[config.mk]
export PLATFORM = sky130hd
export DESIGN_NAME = bus_arbiter
export DESIGN_NICKNAME = d
export VERILOG_FILES = /design/src/rtl/bus_arbiter.sv
export SDC_FILE = /design/constraint.sdc
export NUM_CORES = 1
export LEC_CHECK = 0
export CORE_AREA = 2 2 151 153
export DETAILED_ROUTE_END_ITERATION = 12
export DIE_AREA = 0 0 153 155
export GPL_ROUTABILITY_DRIVEN = 0
export PLACE_DENSITY_LB_ADDON = 0.3
export SLEW_MARGIN = 25
export SYNTH_ARGS = -nofsm -noshare
export SYNTH_HDL_FRONTEND = slang
export SYNTH_SLANG_ARGS = --single-unit
export TNS_END_PERCENT = 30
[constraint.sdc]
create_clock -name clk -period 2.6 [get_ports clk]
set_input_delay 0.26 -clock clk [delete_from_list [all_inputs] [get_ports clk]]
set_output_delay 0.26 -clock clk [all_outputs]
set_load 0.03 [all_outputs]
[src/rtl/bus_arbiter.sv]
// bus_arbiter: two-port round-robin line-read arbiter for the system bus.
// Port 0 = instruction fetch, port 1 = data memory.
//
// Ports:
//   clk, reset             clock, async active-high reset
//   mN_req/addr/tag        requester N line-read request (held until mN_gnt)
//   mN_gnt                 one-cycle pulse when the bus accepts N's request
//   mN_rvalid              response beat for requester N
//   resp_data, resp_last   shared response beat data / final-beat flag
//   bus_reqcyc/req/reqtag  bus request strobe, address, tag
//   bus_reqack             bus accepted the request
//   bus_respcyc/resp/tag   bus response beat strobe, data, tag
//   bus_respack            response beat acknowledge
//   timeout_err            sticky watchdog error
//
// Optional: define BUS_ARB_TIMEOUT_EN for the REQ/RESP watchdog and the
// response-tag filter. Without it timeout_err is tied low.

module bus_arbiter #(
  parameter int BUS_DATA_WIDTH = 64,
  parameter int BUS_TAG_WIDTH  = 13,
  parameter int BEATS          = 8,
  parameter int TIMEOUT        = 1024
) (
  input  logic                      clk,
  input  logic                      reset,
  input  logic                      m0_req,
  input  logic [BUS_DATA_WIDTH-1:0] m0_addr,
  input  logic [BUS_TAG_WIDTH-1:0]  m0_tag,
  input  logic                      m1_req,
  input  logic [BUS_DATA_WIDTH-1:0] m1_addr,
  input  logic [BUS_TAG_WIDTH-1:0]  m1_tag,
  output logic                      m0_gnt,
  output logic                      m1_gnt,
  output logic                      m0_rvalid,
  output logic                      m1_rvalid,
  output logic [BUS_DATA_WIDTH-1:0] resp_data,
  output logic                      resp_last,
  output logic                      bus_reqcyc,
  output logic [BUS_DATA_WIDTH-1:0] bus_req,
  output logic [BUS_TAG_WIDTH-1:0]  bus_reqtag,
  input  logic                      bus_reqack,
  input  logic                      bus_respcyc,
  output logic                      bus_respack,
  input  logic [BUS_DATA_WIDTH-1:0] bus_resp,
  input  logic [BUS_TAG_WIDTH-1:0]  bus_resptag,
  output logic                      timeout_err
);

  localparam int CW = (BEATS > 1) ? $clog2(BEATS) : 1;

  typedef enum logic [1:0] {
    IDLE,
    REQ,
    RESP
  } state_t;

  state_t                    state;
  state_t                    state_n;
  logic                      owner;
  logic                      owner_n;
  logic                      rr_ptr;
  logic                      rr_n;
  logic [CW-1:0]             beat_cnt;
  logic [CW-1:0]             cnt_n;
  logic [BUS_DATA_WIDTH-1:0] req_n;
  logic [BUS_TAG_WIDTH-1:0]  tag_n;

  logic win;
  logic to_hit;
  logic tag_ok;
  logic ack;
  logic beat;
  logic last;

  // Contention goes to rr_ptr; otherwise the lone requester wins.
  assign win  = (m0_req & m1_req) ? rr_ptr : m1_req;

  // A watchdog expiry overrides any ack or beat in the same cycle.
  assign ack  = (state == REQ) & bus_reqack & ~to_hit;
  assign beat = (state == RESP) & bus_respcyc & tag_ok & ~to_hit;
  assign last = beat & (beat_cnt == CW'(BEATS - 1));

  assign bus_reqcyc  = (state == REQ);
  assign bus_respack = (state == RESP) & bus_respcyc;
  assign m0_gnt      = ack & ~owner;
  assign m1_gnt      = ack & owner;
  assign m0_rvalid   = beat & ~owner;
  assign m1_rvalid   = beat & owner;
  assign resp_data   = beat ? bus_resp : '0;
  assign resp_last   = last;

`ifdef BUS_ARB_TIMEOUT_EN
  logic [31:0] wd;
  logic        err;

  assign to_hit      = (state != IDLE) & (wd == 32'(TIMEOUT - 1));
  // Beats for another transaction are acked but not forwarded.
  assign tag_ok      = (bus_resptag == bus_reqtag);
  assign timeout_err = err;

  always_ff @(posedge clk or posedge reset) begin
    if (reset) begin
      wd  <= '0;
      err <= 1'b0;
    end else begin
      if (state == IDLE) wd <= '0;
      else               wd <= wd + 32'd1;
      if (to_hit)        err <= 1'b1;
    end
  end
`else
  localparam int UNUSED_TIMEOUT = TIMEOUT;
  logic unused_tag;

  assign unused_tag  = ^bus_resptag;
  assign to_hit      = 1'b0;
  assign tag_ok      = 1'b1;
  assign timeout_err = 1'b0;
`endif

  always_ff @(posedge clk or posedge reset) begin
    if (reset) begin
      state      <= IDLE;
      owner      <= 1'b0;
      rr_ptr     <= 1'b0;
      beat_cnt   <= '0;
      bus_req    <= '0;
      bus_reqtag <= '0;
    end else begin
      state      <= state_n;
      owner      <= owner_n;
      rr_ptr     <= rr_n;
      beat_cnt   <= cnt_n;
      bus_req    <= req_n;
      bus_reqtag <= tag_n;
    end
  end

  always_comb begin
    state_n = state;
    owner_n = owner;
    rr_n    = rr_ptr;
    cnt_n   = beat_cnt;
    req_n   = bus_req;
    tag_n   = bus_reqtag;
    unique case (state)
      IDLE: begin
        if (m0_req | m1_req) begin
          owner_n = win;
          req_n   = win ? m1_addr : m0_addr;
          tag_n   = win ? m1_tag : m0_tag;
          state_n = REQ;
        end
      end
      REQ: begin
        if (ack) begin
          rr_n    = ~owner;
          cnt_n   = '0;
          state_n = RESP;
        end
      end
      RESP: begin
        if (beat) begin
          cnt_n = beat_cnt + 1'b1;
          if (last) state_n = IDLE;
        end
      end
      default: state_n = IDLE;
    endcase
    if (to_hit) state_n = IDLE;
  end

endmodule

==> results.cfg <==
[layout]
utilization_pct = 41.6
fillers = 2241
area_growth_pct = 95.3
nNetsFinal = 1132
layout-drive-gt1-share_pct = 12.9

[route]
drt-met1-wl_um = 10200
viasPerCell = 4.83
ant_nets = 0
via_count = 5737
wl_met2_um = 12400
routed.top_layer = met5
drcViolationCount = 0
firstDrtPassIters = 7
drt_iter0_drc = 287
routed_wl_um = 25200
routedWlPerCell_um = 21.3
wl_met3_um = 2140

[worst_setup_path]
critPathKind = flip-flop to output port
arrival_ps = 2070
crit_start = state[0]$_DFFE_PP0P_
cp.required_ps = 2340
end_kind = output port
cp_max_fo = 7
r2r_start = state[0]$_DFFE_PP0P_
start_kind = flip-flop

[sta]
finalCritPeriodShare_pct = 89.7
drv_slew = 0
worst_slew_pin_slew_ps = 986
clock_skew_ps = 11.7
hold_viol_final = 0
tns_ps = 0
whs_ps = 296
timing.fmax_mhz = 429
rsz0062_at_grt = no
slew_headroom_pct = 34.3
setup_violations = 0
min_period_ps = 2330

[logic_synthesis]
syn-num-nets = 803
synth_area_um2 = 4730
synth_top_family_by_area = compound AO/OA/AOI/OAI gates
synthDistinctLibCells = 24
synth-compound-area-share_pct = 29.0
yosys.area_share.simple_pct = 19.0
synthFlopType = dfrtp_1
yosysSeqAreaShare_pct = 44.4
synthAdderAreaFrac_pct = 0.529
synth_mux_area_share_pct = 0
syn_inst = 564
synthXorXnorAreaFrac_pct = 0
ys_ff_latch = 84
async_flop_share_pct = 100
synth_area_per_cell_um2 = 8.39
yosys_warnings = 0
synth_edf_count = 0

[global_route]
grt_pass1_vias = 5593
overflow = 0
grt_usage_pct = 20.4
grt_pass1_wl_um = 36300
grt_antenna_before_repair = 5
grt_max_degree = 79

[die]
ios = 386
start_util_pct = 21.3
die-area_um2 = 23700
die_w_um = 153
rows = 55
die_h_um = 155
core_um2 = 22200

[flow_run]
max_cap_viol_count = 0

[clock_network]
cts.clk_slew.worst_paths_ps = 70
cts-root-buf = clkbuf_16
cts.path.max_buffers = 2
cts_resized = 0
cts_tree = done
cts_made_buffers = 9
postCtsSetupRepairBufs = 0
clock_sinks = 84
cts_hold_buf = 0
clock_latency_ps = 340
htree_levels = 3

[run_status]
outcome = finished clean

[placed_design]
portBuffers = 371
place_hpwl_um = 18100

[power_and_ir_drop]
p_total_mw = 9.53
leakagePower_nw = 3.59
ir_worst_vdd_v = 0.000454
powerDensity_nw_per_um2 = 1030

[worst_hold_path]
hold_path_class = input port to asynchronous set/reset pin
[placed cells by master, fill, tap and decap left out, types with 4 or more instances in the layout]
cell type	synthesis	final
a31oi_2	10	10
and2_1	66	65
clkdlybuf4s50_1	0	304
diode_2	0	4
buf_12	0	35
clkbuf_16	0	9
a21oi_1	79	79
dfrtp_1	84	84
nand2_1	4	4
buf_4	1	47
o21ai_0	80	80
nor2_1	6	6
nand3_1	79	79
a31oi_1	67	67
[final timing paths]
path	endpoint	slack [ps]	cells past startpoint
max in group asynchronous	bus_req[53]$_DFFE_PP0P_	1620	3
setup / recovery	m1_rvalid	270	3
hold / removal	bus_req[22]$_DFFE_PP0P_	300	2
setup reg to reg	bus_req[34]$_DFFE_PP0P_	770	4
hold reg to reg	beat_cnt[0]$_DFFE_PP0P_	510	1
min in group clk	bus_req[47]$_DFFE_PP0P_	480	3
[Yosys cell counts, types with 4 or more instances]
cell / count / area (um2)
a21oi_1: 79 / 395
a31oi_1: 67 / 419
a31oi_2: 10 / 125
and2_1: 66 / 413
buf_2: 15 / 75.1
buf_6: 4 / 45.0
clkbuf_1: 49 / 184
dfrtp_1: 84 / 2100
inv_1: 4 / 15.0
nand2_1: 4 / 15.0
nand3_1: 79 / 395
nor2_1: 6 / 22.5
o21ai_0: 80 / 400
[stage by stage]
stage	worst slack [ps]	cells	cell area, um2
final	268	1187	9240
after floorplan	175	564	4730
after detailed placement	337	1167	8900
after global routing	166	1187	9240
after global placement	373	1167	8900
after CTS	262	1183	9230
[per-layer routing]
metal | vias up | global-route usage, %
li1 | 2695 | -
met1 | 2729 | 24.9
met2 | 287 | 34.1
met3 | 24 | 6.60
met4 | 2 | 6.79
met5 | - | 0
[area by class of cell]
type / count / area, um2 / share of cell area [%]
antenna: 4 / 10.0 / 0.108
clock buffer: 9 / 225 / 2.44
clock inverter: 7 / 103 / 1.11
inverter: 5 / 20.0 / 0.217
multi-input combinational: 406 / 2320 / 25.1
sequential: 84 / 2100 / 22.8
tap: 285 / 357 / 3.86
timing repair buffer: 387 / 4100 / 44.4
[critical path: stages, from the launching register on]
cell and delay, ps:
dfrtp_1 470, nand3b_1 360, nor2_1 200, clkdlybuf4s50_1 710
[power by group]
group / internal (mW) / switching, mW / leakage [nW] / total (mW)
clock: 0.859 / 0.601 / 0.163 / 1.46
combinational: 2.35 / 3.32 / 2.48 / 5.67
sequential: 1.97 / 0.425 / 0.947 / 2.40
total: 5.18 / 4.34 / 3.59 / 9.53
[registers in the layout, indices dropped and copies added (netlist names)]
name / cells
bus_req: 64
state: 2
rr_ptr: 1
owner: 1
bus_reqtag: 13
beat_cnt: 3
[cell families after synthesis]
logic type | Yosys count
DFF | 84
buffers and inverters | 74
AOI/OAI and AO/OA | 240
and+or+nand+nor | 163
adders and majority gates | 2
other | 1
Power figures use the tool's default switching activity.
